[src/rtl/cpu7_ifu_fetch_ctl_pkg.sv]
// Shared definitions for the IFU fetch-request sequencer.
package cpu7_ifu_fetch_ctl_pkg;

    // Width of one fetch block returned by the ICU (two 32-bit instructions).
    localparam int FETCH_W = 64;

    // Number of low address bits cleared to align a fetch to one block.
    localparam int FETCH_ALIGN_BITS = 3;

    // Sequencer states; the encodings are fixed so debug tools can decode them.
    typedef enum logic [1:0] {
        FCTL_IDLE   = 2'd0,
        FCTL_REQ    = 2'd1,
        FCTL_WAIT   = 2'd2,
        FCTL_CANCEL = 2'd3
    } fctl_state_e;

endpackage

[src/rtl/cpu7_sat_cnt.sv]
// Parameterised up-counter that sticks at all-ones instead of wrapping.
module cpu7_sat_cnt #(
    parameter int W = 32
) (
    input  logic         clk,
    input  logic         reset,
    input  logic         inc_i,
    output logic [W-1:0] cnt_o
);

    logic [W-1:0] cnt_q;
    logic [W-1:0] cnt_d;
    logic         at_max;

    assign at_max = &cnt_q;

    // Next count: step only when enabled and not already saturated.
    always_comb begin
        cnt_d = cnt_q;
        if (inc_i && !at_max) begin
            cnt_d = cnt_q + W'(1);
        end
    end

    // Count register, cleared by the core reset.
    always_ff @(posedge clk or posedge reset) begin
        if (reset) begin
            cnt_q <= '0;
        end else begin
            cnt_q <= cnt_d;
        end
    end

    assign cnt_o = cnt_q;

endmodule

[src/rtl/cpu7_ifu_fetch_ctl.sv]
// Fetch-request sequencer between the IFU datapath and the instruction cache.
// Keeps at most one aligned fetch outstanding, holds the request until the
// ICU acknowledges it, forwards the returned block to the instruction queue
// and cancels or drops the in-flight fetch when the pipeline redirects.
module cpu7_ifu_fetch_ctl
    import cpu7_ifu_fetch_ctl_pkg::*;
#(
    parameter int GRLEN = 32,
    parameter int CNT_W = 32
) (
    input  logic               clk,
    input  logic               reset,
    input  logic [GRLEN-1:0]   fetch_pc,
    input  logic               fetch_want,
    input  logic               redirect,
    input  logic [GRLEN-1:0]   redirect_pc,
    input  logic               exu_ifu_stall_req,
    output logic               ifu_icu_req_ic1,
    output logic [GRLEN-1:0]   ifu_icu_addr_ic1,
    input  logic               icu_ifu_ack_ic1,
    output logic               ifu_icu_cancel,
    input  logic [FETCH_W-1:0] icu_ifu_data_ic2,
    input  logic               icu_ifu_data_valid_ic2,
    output logic [FETCH_W-1:0] fctl_iq_data,
    output logic               fctl_iq_valid,
    output logic [GRLEN-1:0]   fctl_iq_pc,
    output logic               fctl_busy,
    output logic [CNT_W-1:0]   fctl_wait_cnt
);

    localparam logic [GRLEN-1:0] ALIGN_MASK = ~GRLEN'((1 << FETCH_ALIGN_BITS) - 1);

    // Clear the in-block offset so every fetch starts on a block boundary.
    function automatic logic [GRLEN-1:0] align_pc(input logic [GRLEN-1:0] pc);
        return pc & ALIGN_MASK;
    endfunction

    fctl_state_e      state_q, state_d;
    logic [GRLEN-1:0] addr_q,  addr_d;
    logic [GRLEN-1:0] tgt_q,   tgt_d;

    logic             seq_start;
    logic             iq_valid;
    logic             wait_inc;
    logic [GRLEN-1:0] redirect_al;
    logic [GRLEN-1:0] fetch_al;

    // A new sequential fetch may start only when the queue wants data and
    // the pipeline is not stalled; a redirect bypasses this gate.
    assign seq_start   = fetch_want & ~exu_ifu_stall_req;
    assign redirect_al = align_pc(redirect_pc);
    assign fetch_al    = align_pc(fetch_pc);

    // Next-state, address/target latching and block-forward decode.
    always_comb begin
        state_d  = state_q;
        addr_d   = addr_q;
        tgt_d    = tgt_q;
        iq_valid = 1'b0;
        wait_inc = 1'b0;

        unique case (state_q)
            FCTL_IDLE: begin
                if (redirect) begin
                    // Queue is flushed by the redirect, so want/stall do not matter.
                    state_d = FCTL_REQ;
                    addr_d  = redirect_al;
                end else if (seq_start) begin
                    state_d = FCTL_REQ;
                    addr_d  = fetch_al;
                end
            end

            FCTL_REQ: begin
                wait_inc = ~icu_ifu_ack_ic1;
                if (icu_ifu_ack_ic1) begin
                    if (redirect) begin
                        // Accepted fetch is already stale: cancel it, remember target.
                        state_d = FCTL_CANCEL;
                        tgt_d   = redirect_al;
                    end else begin
                        state_d = FCTL_WAIT;
                    end
                end else if (redirect) begin
                    // ICU has not sampled the address yet, so just retarget.
                    addr_d = redirect_al;
                end
            end

            FCTL_WAIT: begin
                wait_inc = ~icu_ifu_data_valid_ic2;
                if (icu_ifu_data_valid_ic2) begin
                    if (redirect) begin
                        // Block arrived but is on the wrong path: drop it, no cancel needed.
                        state_d = FCTL_REQ;
                        addr_d  = redirect_al;
                    end else begin
                        iq_valid = 1'b1;
                        if (seq_start) begin
                            state_d = FCTL_REQ;
                            addr_d  = fetch_al;
                        end else begin
                            state_d = FCTL_IDLE;
                        end
                    end
                end else if (redirect) begin
                    state_d = FCTL_CANCEL;
                    tgt_d   = redirect_al;
                end
            end

            FCTL_CANCEL: begin
                // Any data this cycle belongs to the cancelled fetch and is ignored.
                state_d = FCTL_REQ;
                if (redirect) begin
                    tgt_d  = redirect_al;
                    addr_d = redirect_al;
                end else begin
                    addr_d = tgt_q;
                end
            end

            default: begin
                state_d = FCTL_IDLE;
            end
        endcase
    end

    // Sequencer state and latched fetch/redirect addresses.
    always_ff @(posedge clk or posedge reset) begin
        if (reset) begin
            state_q <= FCTL_IDLE;
            addr_q  <= '0;
            tgt_q   <= '0;
        end else begin
            state_q <= state_d;
            addr_q  <= addr_d;
            tgt_q   <= tgt_d;
        end
    end

    cpu7_sat_cnt #(
        .W (CNT_W)
    ) u_wait_cnt (
        .clk   (clk),
        .reset (reset),
        .inc_i (wait_inc),
        .cnt_o (fctl_wait_cnt)
    );

    assign ifu_icu_req_ic1  = (state_q == FCTL_REQ);
    assign ifu_icu_addr_ic1 = addr_q;
    assign ifu_icu_cancel   = (state_q == FCTL_CANCEL);
    assign fctl_busy        = (state_q != FCTL_IDLE);
    assign fctl_iq_valid    = iq_valid;
    assign fctl_iq_data     = iq_valid ? icu_ifu_data_ic2 : '0;
    assign fctl_iq_pc       = addr_q;

endmodule
[config.mk]
export PLATFORM = sky130hd
export DESIGN_NAME = cpu7_ifu_fetch_ctl
export DESIGN_NICKNAME = d
export VERILOG_FILES = /design/src/rtl/cpu7_ifu_fetch_ctl_pkg.sv /design/src/rtl/cpu7_sat_cnt.sv /design/src/rtl/cpu7_ifu_fetch_ctl.sv
export SDC_FILE = /design/constraint.sdc
export NUM_CORES = 1
export LEC_CHECK = 0
export CAP_MARGIN = 20
export CORE_ASPECT_RATIO = 1.1
export CORE_UTILIZATION = 43
export CTS_CLUSTER_DIAMETER = 120
export DETAILED_ROUTE_END_ITERATION = 8
export HOLD_SLACK_MARGIN = 0.12
export PLACE_DENSITY = 0.94
export SYNTH_ARGS = -nofsm -noshare
export SYNTH_HDL_FRONTEND = slang
export SYNTH_HIERARCHICAL = 1
export SYNTH_SLANG_ARGS = --single-unit
[constraint.sdc]
create_clock -name clk -period 5.5 [get_ports clk]
set_input_delay 0.55 -clock clk [delete_from_list [all_inputs] [get_ports clk]]
set_output_delay 0.55 -clock clk [all_outputs]
set_load 0.005 [all_outputs]
======== After elaboration in Yosys (flattened, before gate mapping) ========
Index checks and enable logic that the tools add are counted.
storage, ports and cells
  flip-flop bits (word level) ............. 98
  logic and storage cells ................. 52
cells by class
  add/sub/neg operators ................... 1
  eq/ne operators ......................... 10
  multiplexer cells ....................... 24
  bitwise logic cells ..................... 4
  reductions and logical operators ........ 9
operator list
  cell                   number
  $mux 32                8
  $pmux 32 s4            1
  $pmux 32 s3            1
  $mux 64                1
  $add 32x1->32 const B  1
  $reduce_and 32->1      1
  $mux 2                 5
  $reduce_and 3->1       3
  $ne 2x2->1 const B     4
  $pmux 2 s4             1
  $mux 1                 6
  $ne 3x3->1 const B     2
  $eq 2x2->1 const B     2
  $not 1->1              3
  $reduce_bool 3->1      1
  $eq 2x1->1 const B     1
  $logic_not 2->1        1
  $ne 2x1->1 const B     1
  $pmux 1 s2             1
  $reduce_bool 2->1      1
  $and 1x1->1            1
  $logic_and 1x1->1      1
  $logic_not 1->1        1

======== Logic depth before layout (Yosys ltp) ========
Gate-level depths: netlist of the first run.
  depth in word-level cells ............... 6
  depth in mapped cells ................... 10
  depth with buffers taken out ............ 9

======== Cells and area by module ========
Netlist of the first run, hierarchy kept.
modules (own cells, without submodules)
  module              instances  cells each  area each (µm²)  sequential area each (µm²)
  cpu7_ifu_fetch_ctl  1          348         3931.3           1651.6
  cpu7_sat_cnt        1          155         1665.3           800.8

======== Worst setup path after synthesis of the first run ========
Ideal clock, no wire load.
  path type ............................... reg2reg
  start point ............................. register state_q[1]
  end point ............................... register u_wait_cnt.cnt_q[23] (netlist: u_wait_cnt/cnt_o[23])
  arrival ................................. 2.367 ns
  path slack .............................. 3.054 ns
  cell stages (with the launch flop) ...... 11
  path buffers ............................ 1
  cells stage by stage .................... dfrtp_1 -> inv_1 -> ha_1 -> buf_2 -> nand2b_1 -> a21boi_0 -> and3_1 -> and3_1 -> nand3_1 -> nor3_2 -> xor2_1
between the ends
  word-level cells in the longest chain between the ends .. 3
ends and longest elaborated chain
  element                 RTL line                   RTL
  from (decl)             cpu7_ifu_fetch_ctl.sv:38   fctl_state_e state_q, state_d;
  from (signal assigned)  cpu7_ifu_fetch_ctl.sv:136  state_q <= state_d;
  $eq 2x1->1              n/a
  via ifu_icu_req_ic1     cpu7_ifu_fetch_ctl.sv:18   output logic ifu_icu_req_ic1,
  $pmux 1 s2              cpu7_ifu_fetch_ctl.sv:62   unique case (state_q)
  via wait_inc            cpu7_ifu_fetch_ctl.sv:44   logic wait_inc;
  $logic_and 1x1->1       cpu7_sat_cnt.sv:20         if (inc_i && !at_max) begin
  to (signal assigned)    cpu7_sat_cnt.sv:30         cnt_q <= cnt_d;
  to (decl)               cpu7_sat_cnt.sv:11         logic [W-1:0] cnt_q;
The timed path passes the listed nets, and every way through them passes these cells.
A chain may end at the register's enable or synchronous reset.

======== Worst setup path in the final report of the first run ========
  start point ............................. register state_q[0]
  end point ............................... output port fctl_iq_data[4]
between the ends
  word-level cells in the longest chain between the ends .. 3
ends and longest elaborated chain
  element     RTL line                   RTL
  $eq 2x2->1  cpu7_ifu_fetch_ctl.sv:62
  $mux 1      cpu7_ifu_fetch_ctl.sv:62
  $mux 64     cpu7_ifu_fetch_ctl.sv:156  assign fctl_iq_data = iq_valid ? icu_ifu_data_ic2 : '0;
  to (decl)   cpu7_ifu_fetch_ctl.sv:24   output logic [FETCH_W-1:0] fctl_iq_data,
Every way passes these cells.

==> impl_metrics.csv, run 1 <==
group,metric,value,unit
run_status,status,"complete, no violations",
synthesis,yosysMostFrequentCell,"dfrtp_1",
cts,numCtsBuffers,9,
placement,gp_congestion,0.855,
sta,fin_tns_setup,0,ns
synthesis,synth-warning-count,6,
floorplan,core_area,12600,um2
sta,finalSetupViolations,0,
global_routing,antenna_found_initial,0,
global_routing,grt_pass1_vias,5090,
cts,clk_path_buf_depth,2,
detailed_routing,viasPerCell,5.42,
placement,placed_area,8350,um2
cts,clk_pin_slew_worst_paths,0.07,ns
global_routing,grt_util_all_layers,25.8,%
setup_path,cp_max_fo,65,
synthesis,ys_top_cells_by_area,"dfrtp_1, mux2_2, and2_1",
sta,slew_viol_final,0,
synthesis,netlist_instances,503,
synthesis,ys_ff_latch,98,
sta,fin_worst_skew,0.0144,ns
floorplan,rows,43,
cts,cts-root-buf,"clkbuf_16",
synthesis,synth_seq_area_share,43.8,%
global_routing,grt-ovfl-total,0,
sta,min_period_over_period,54.7,%
detailed_routing,wire_per_inst,19.0,um
sta,slew_headroom,42.8,%
floorplan,die_area,13500,um2
synthesis,netlist_area,5600,um2
cts,cts_htree_levels,3,
cts,cts_sinks,98,
power,finalPower,3.36,mW
setup_path,crit_arrival,2.46,ns
final_layout,final_cells,915,
synthesis,yosysTopAreaCell,"dfrtp_1",
setup_path,path_class,"reg -> out",
placement,dp.cells,896,
detailed_routing,drtIter0Drc,292,
cts,post_cts_buffers,0,
detailed_routing,remaining_drc_errors,0,
min_path,holdCritPathClass,"reg -> reg",
detailed_routing,first_pass_iters,5,
final_layout,final_area,8710,um2
detailed_routing,final_antenna_net_count,0,
power,p_per_area,386,nW/um2
floorplan,io_pins,299,
synthesis,syn-mean-instance-area,11.1,um2
synthesis,yosys-top-cells-count,"dfrtp_1, and2_1, mux2_2, buf_4",
cts,postCtsHoldBufs,0,
final_layout,diodes,0,
detailed_routing,met2_wirelength,8.96,mm
sta,worst_pin_slew,0.858,ns
detailed_routing,routed_wl,17.4,mm
detailed_routing,wirelength_met1,6.78,mm
power,ir_worst_vdd,284,uV
sta,max_freq,333,MHz
setup_path,crit_required,4.95,ns
detailed_routing,vias,4959,
final_layout,final_layout_size_suffix_gt1_share,13.5,%
setup_path,cpPeakStageDelay,0.53,ns
floorplan,start_util,44.3,%
synthesis,synth_edf_count,0,
cts,clkLatencyLatePin,0.34,ns
detailed_routing,wl_met3,1.40,mm
final_layout,nets,893,
global_routing,grt_max_degree,67,
floorplan,die_h,122,um
synthesis,synthDominantCellAreaShare,43.8,%
synthesis,syn_nets,643,
synthesis,ys.flop_type,"dfrtp_1",
sta,period_minus_slack,3.01,ns
cts,cts_resized,0,
placement,io_buffers,292,
floorplan,die_w,111,um
sta,rsz0062_at_grt,"false",
job,drv_cap,0,
setup_path,end_kind,"output port",
detailed_routing,top_layer,"met4",
sta,finalHoldViolations,0,
cts,cts_tree,"yes",
synthesis,async_reset_ff_share,100,%
global_routing,grt_pass1_wl,27.5,mm
synthesis,netlist-cell-type-count,43,
power,p_leak,3.54,nW
placement,hpwl,12.9,mm
setup_path,crit_path_start_kind,"flop",
setup_path,path_cells,"inv_1 -> ha_1 -> nand2_1 -> nor2_4 -> buf_12 -> and2_1 -> clkdlybuf4s50_1",
final_layout,syn2layout_area_growth,55.7,%
setup_path,slowest_stage,"clkdlybuf4s50_1",
==> state kept, by name, indices dropped and copies added (netlist names) <==
signal / cells
fctl_iq_pc: 32
u_wait_cnt/cnt_o: 32
tgt_q: 32
state_q: 2
==> where the power goes <==
part	total (mW)	internal, mW	switching, mW	leakage (nW)
logic	1.60	0.995	0.606	2.18
clock network	0.607	0.324	0.283	0.141
registers	1.15	0.971	0.182	1.22
total	3.36	2.29	1.07	3.54
==> worst max-delay path: cells and delay by family (launching register included) <==
| family | cells | cell delay [ns] |
|---|---|---|
| flip-flops | 1 | 0.41 |
| adder cells (fa/ha/maj) | 1 | 0.29 |
| AND/OR/NAND/NOR | 3 | 0.54 |
| buffers and inverters | 3 | 0.87 |
==> worst paths after layout <==
path                            cells after the start  slack [ns]                               end              startpoint
worst max-delay path                                7        2.49                   fctl_iq_data[4]  state_q[0]$_DFFE_PP0P_
worst min-delay path                                1        0.50              tgt_q[2]$_DFFE_PP0P_    tgt_q[2]$_DFFE_PP0P_
worst max register to register                     11        2.62  u_wait_cnt/cnt_o[25]$_DFFE_PP0P_  state_q[1]$_DFFE_PP0P_
worst min register to register                      1        0.50              tgt_q[2]$_DFFE_PP0P_    tgt_q[2]$_DFFE_PP0P_
max in group asynchronous                           3        4.12        fctl_iq_pc[17]$_DFFE_PP0P_                   reset
min in group asynchronous                           3        0.64   u_wait_cnt/cnt_o[7]$_DFFE_PP0P_                   reset
==> cell type report <==
type / count / area (um2)
Sequential cell: 98 / 2450
Inverter: 11 / 41.3
Fill cell: 908 / 3930
Timing Repair Buffer: 302 / 3050
Clock inverter: 6 / 46.3
Multi-Input combinational cell: 331 / 2690
Clock buffer: 10 / 239
Tap cell: 157 / 196
==> logic make-up after synthesis <==
group                    Yosys count  synth area share [%]
buffers and inverters             74                  8.54
flip-flops                        98                  43.8
multiplexers                      63                  12.6
AND/OR/NAND/NOR                  190                  21.3
adder cells (fa/ha/maj)            5                  1.12
AO/OA/AOI/OAI                     42                  7.80
XOR/XNOR                          31                  4.85
==> cell usage in the layout (no fill, tap or decap), types with 2 or more instances in the layout <==
cell	instances
nand2b_1	3
or2_1	2
mux2i_1	5
xnor2_1	15
mux2_2	57
dfrtp_1	98
nand4_1	12
nor2_1	6
nand3_1	12
nor3_1	6
buf_4	7
ha_1	5
nand2_1	22
xor2_1	16
a221o_1	29
inv_1	10
clkinv_2	2
nor4_1	3
buf_16	2
nor2b_1	2
a21oi_1	2
clkbuf_16	9
o21ai_0	2
clkdlybuf4s50_1	292
inv_6	2
and3_1	6
nor3_2	9
and4_1	4
and2_1	68
nor3b_1	29
==> layer usage <==
| metal | global-route usage, % | vias up |
|---|---|---|
| li1 | - | 2239 |
| met1 | 31.6 | 2441 |
| met2 | 45.1 | 249 |
| met3 | 6.42 | 30 |
| met4 | 7.33 | 0 |
| met5 | 0 | - |
==> stage by stage <==
| step | setup slack, ns | utilization, % | hold slack (ns) |
|---|---|---|---|
| after floorplan | 3.05 | - | 0.453 |
| after global placement | 2.11 | 66.1 | 0.469 |
| after detailed placement | 2.00 | 66.1 | 0.471 |
| after CTS | 1.92 | 68.3 | 0.496 |
| after global routing | 2.38 | 68.9 | 0.518 |
| final | 2.49 | 68.9 | 0.495 |
Note: power is estimated with default switching activity, not from simulation.
==> run 2, diff against run 1 <==
--- a/config.mk
+++ b/config.mk
@@ -7,11 +7,11 @@
 export LEC_CHECK = 0
 export CAP_MARGIN = 20
 export CORE_ASPECT_RATIO = 1.1
-export CORE_UTILIZATION = 43
+export CORE_UTILIZATION = 36
 export CTS_CLUSTER_DIAMETER = 120
 export DETAILED_ROUTE_END_ITERATION = 8
 export HOLD_SLACK_MARGIN = 0.12
-export PLACE_DENSITY = 0.94
+export PLACE_DENSITY = 0.85
 export SYNTH_ARGS = -nofsm -noshare
 export SYNTH_HDL_FRONTEND = slang
 export SYNTH_HIERARCHICAL = 1
==> constraint.sdc (replaced) <==
create_clock -name clk -period 2.7 [get_ports clk]
set_input_delay 0.27 -clock clk [delete_from_list [all_inputs] [get_ports clk]]
set_output_delay 0.27 -clock clk [all_outputs]
set_load 0.005 [all_outputs]
==> run 2 against run 1 <==
Against the previous run:
- setup slack worse by 2.3 ns
- cell count grew 4.5%
- clock skew is 0.0064 ns lower
- critical path type unchanged
- highest routed layer is now met5
==> impl_metrics.csv, run 2 (synthesized netlist as in run 1, its figures left out) <==
group,metric,value,unit
run_status,status,"complete, no violations",
sta,slew_viol_final,0,
floorplan,io_pins,299,
power,p_per_area,795,nW/um2
job,drv_cap,0,
cts,cts-root-buf,"clkbuf_16",
floorplan,die_w,121,um
floorplan,core_area,15100,um2
final_layout,mostFrequentLayoutCell,"clkdlybuf4s50_1",
power,seqPwrFrac,33.2,%
setup_path,critPathTopFamily,"buffers and inverters",
cts,cts_sinks,98,
setup_path,slowest_stage,"clkdlybuf4s50_1",
sta,worst_pin_slew,0.592,ns
power,clockPowerShare,20.3,%
detailed_routing,routed_wl,16.5,mm
sta,fin_worst_skew,0.00804,ns
placement,hpwl,12.0,mm
final_layout,nets,895,
min_path,holdCritPathClass,"in -> async",
final_layout,multi_input_area,2700,um2
final_layout,final_cells,956,
floorplan,die_area,16000,um2
placement,dp.cells,939,
setup_path,path_cells,"inv_1 -> ha_4 -> nand2_2 -> nor2_4 -> buf_12 -> and2_1 -> clkdlybuf4s50_1",
detailed_routing,wire_per_inst,17.3,um
global_routing,top_usage_layer,"met2",
detailed_routing,drtIter0Drc,259,
detailed_routing,viasPerCell,4.99,
floorplan,rows,47,
global_routing,antenna_found_initial,3,
floorplan,start_util,37.0,%
final_layout,seq_area,2450,um2
global_routing,grt_util_all_layers,20.1,%
cts,clk_path_buf_depth,2,
placement,io_buffers,292,
cts,clk_pin_slew_worst_paths,0.07,ns
cts,clkLatencyLatePin,0.35,ns
cts,numCtsBuffers,9,
final_layout,syn2layout_area_growth,58.7,%
sta,fin_tns_setup,0,ns
final_layout,mostFrequentLayoutCells,"clkdlybuf4s50_1, dfrtp_1, and2_1, mux2_2",
power,ir_worst_vdd,487,uV
final_layout,fillers,1238,
sta,max_freq,391,MHz
setup_path,path_class,"reg -> out",
global_routing,grt_pass1_vias,4598,
sta,finalHoldViolations,0,
sta,slew_headroom,60.5,%
sta,finalSetupViolations,0,
power,p_leak,3.58,nW
global_routing,use_met1,26.0,%
global_routing,use_met2,32.9,%
final_layout,diodes,0,
cts,cts_tree,"yes",
setup_path,crit_required,2.43,ns
final_layout,fin_util,58.8,%
floorplan,die_h,133,um
cts,cts_htree_levels,3,
final_layout,final_layout_size_suffix_gt1_share,14.1,%
power,p_comb_share,46.5,%
cts,post_cts_buffers,0,
detailed_routing,first_pass_iters,4,
setup_path,cpPeakStageDelay,0.53,ns
setup_path,end_kind,"output port",
sta,min_period_over_period,94.6,%
global_routing,groute.layer.met3.usage,4.96,%
detailed_routing,remaining_drc_errors,0,
detailed_routing,vias,4766,
setup_path,crit_path_start_kind,"flop",
placement,gp_congestion,0.837,
power,switching_share,31.0,%
global_routing,grt-ovfl-total,0,
setup_path,crit_arrival,2.28,ns
global_routing,grt_max_degree,66,
setup_path,cp_max_fo,33,
detailed_routing,final_antenna_net_count,0,
global_routing,grt_pass1_wl,25.0,mm
sta,rsz0062_at_grt,"false",
power,switching_power,2.19,mW
power,power.internal,4.87,mW
sta,period_minus_slack,2.55,ns
setup_path,critPathBufInv,3,
-- run 2: cell types whose count changed in the layout (fill, tap and decap cells not counted), sizes merged --
cell / previous run / this run
bufinv: 0 / 2
buf: 10 / 11
clkinv: 2 / 1
-- run 2: worst register-to-register path, stage by stage, from the launching register on --
cell	delay, ns
dfrtp_1	0.43
inv_1	0.12
ha_2	0.33
nand2b_1	0.13
a21boi_0	0.26
buf_4	0.20
o311ai_0	0.13
nor3_1	0.43
nand3_1	0.17
xnor2_1	0.15
-- run 2: cell type report --
cell class              count  share of cell area, %
inverters                  11                  0.465
flip-flops and latches     98                   27.6
clock buffers               9                   2.54
repair buffers            304                   35.0
clock inverters             7                   1.24
multi-input cells         331                   30.4
well taps                 196                   2.76
-- run 2: per-layer routing --
layer / wire length [um] / vias to the layer above / share of wire, %
met5: 22 / - / 0.13
met4: 227 / 4 / 1.4
met3: 1200 / 22 / 7.3
met2: 8110 / 178 / 49
met1: 6960 / 2307 / 42
li1: - / 2255 / -
-- run 2: final timing paths --
check                      slack [ns]                          endpoint  cells past startpoint                    from
max                              0.15                  fctl_iq_data[18]                      7  state_q[0]$_DFFE_PP0P_
max reg2reg                      0.25  u_wait_cnt/cnt_o[30]$_DFFE_PP0P_                      9  state_q[1]$_DFFE_PP0P_
min in group clk                 0.50              tgt_q[0]$_DFFE_PP0P_                      1    tgt_q[0]$_DFFE_PP0P_
min reg2reg                      0.50              tgt_q[0]$_DFFE_PP0P_                      1    tgt_q[0]$_DFFE_PP0P_
max in group asynchronous        2.01  u_wait_cnt/cnt_o[31]$_DFFE_PP0P_                      3                   reset
min                              0.15            state_q[0]$_DFFE_PP0P_                      2                   reset
-- run 2: power groups by stage --
stage | registers, mW | clock network [mW] | logic, mW
6_report | 2.35 | 1.43 | 3.28
5_1_grt | 2.41 | 1.51 | 3.54
4_1_cts | 2.35 | 1.46 | 3.30
3_3_place_gp | 2.34 | 0 | 3.23
2_1_floorplan | 2.29 | 0 | 1.95
3_5_place_dp | 2.37 | 0 | 3.29
-- run 2: through the flow --
step	power [mW]	hold WS, ns	area [um2]	setup WS, ns
after global routing	7.46	0.154	8880	0.00962
after CTS	7.11	0.154	8840	0.00603
after detailed placement	5.66	0.471	8500	0.302
after global placement	5.57	0.468	8500	0.383
after floorplan	4.25	0.386	5600	0.254
final	7.06	0.149	8880	0.146
-- run 2: timing repair --
action,in CTS,in global routing
endpoints found under the setup margin,0,65
gates resized for setup,0,4
hold buffers,0,0
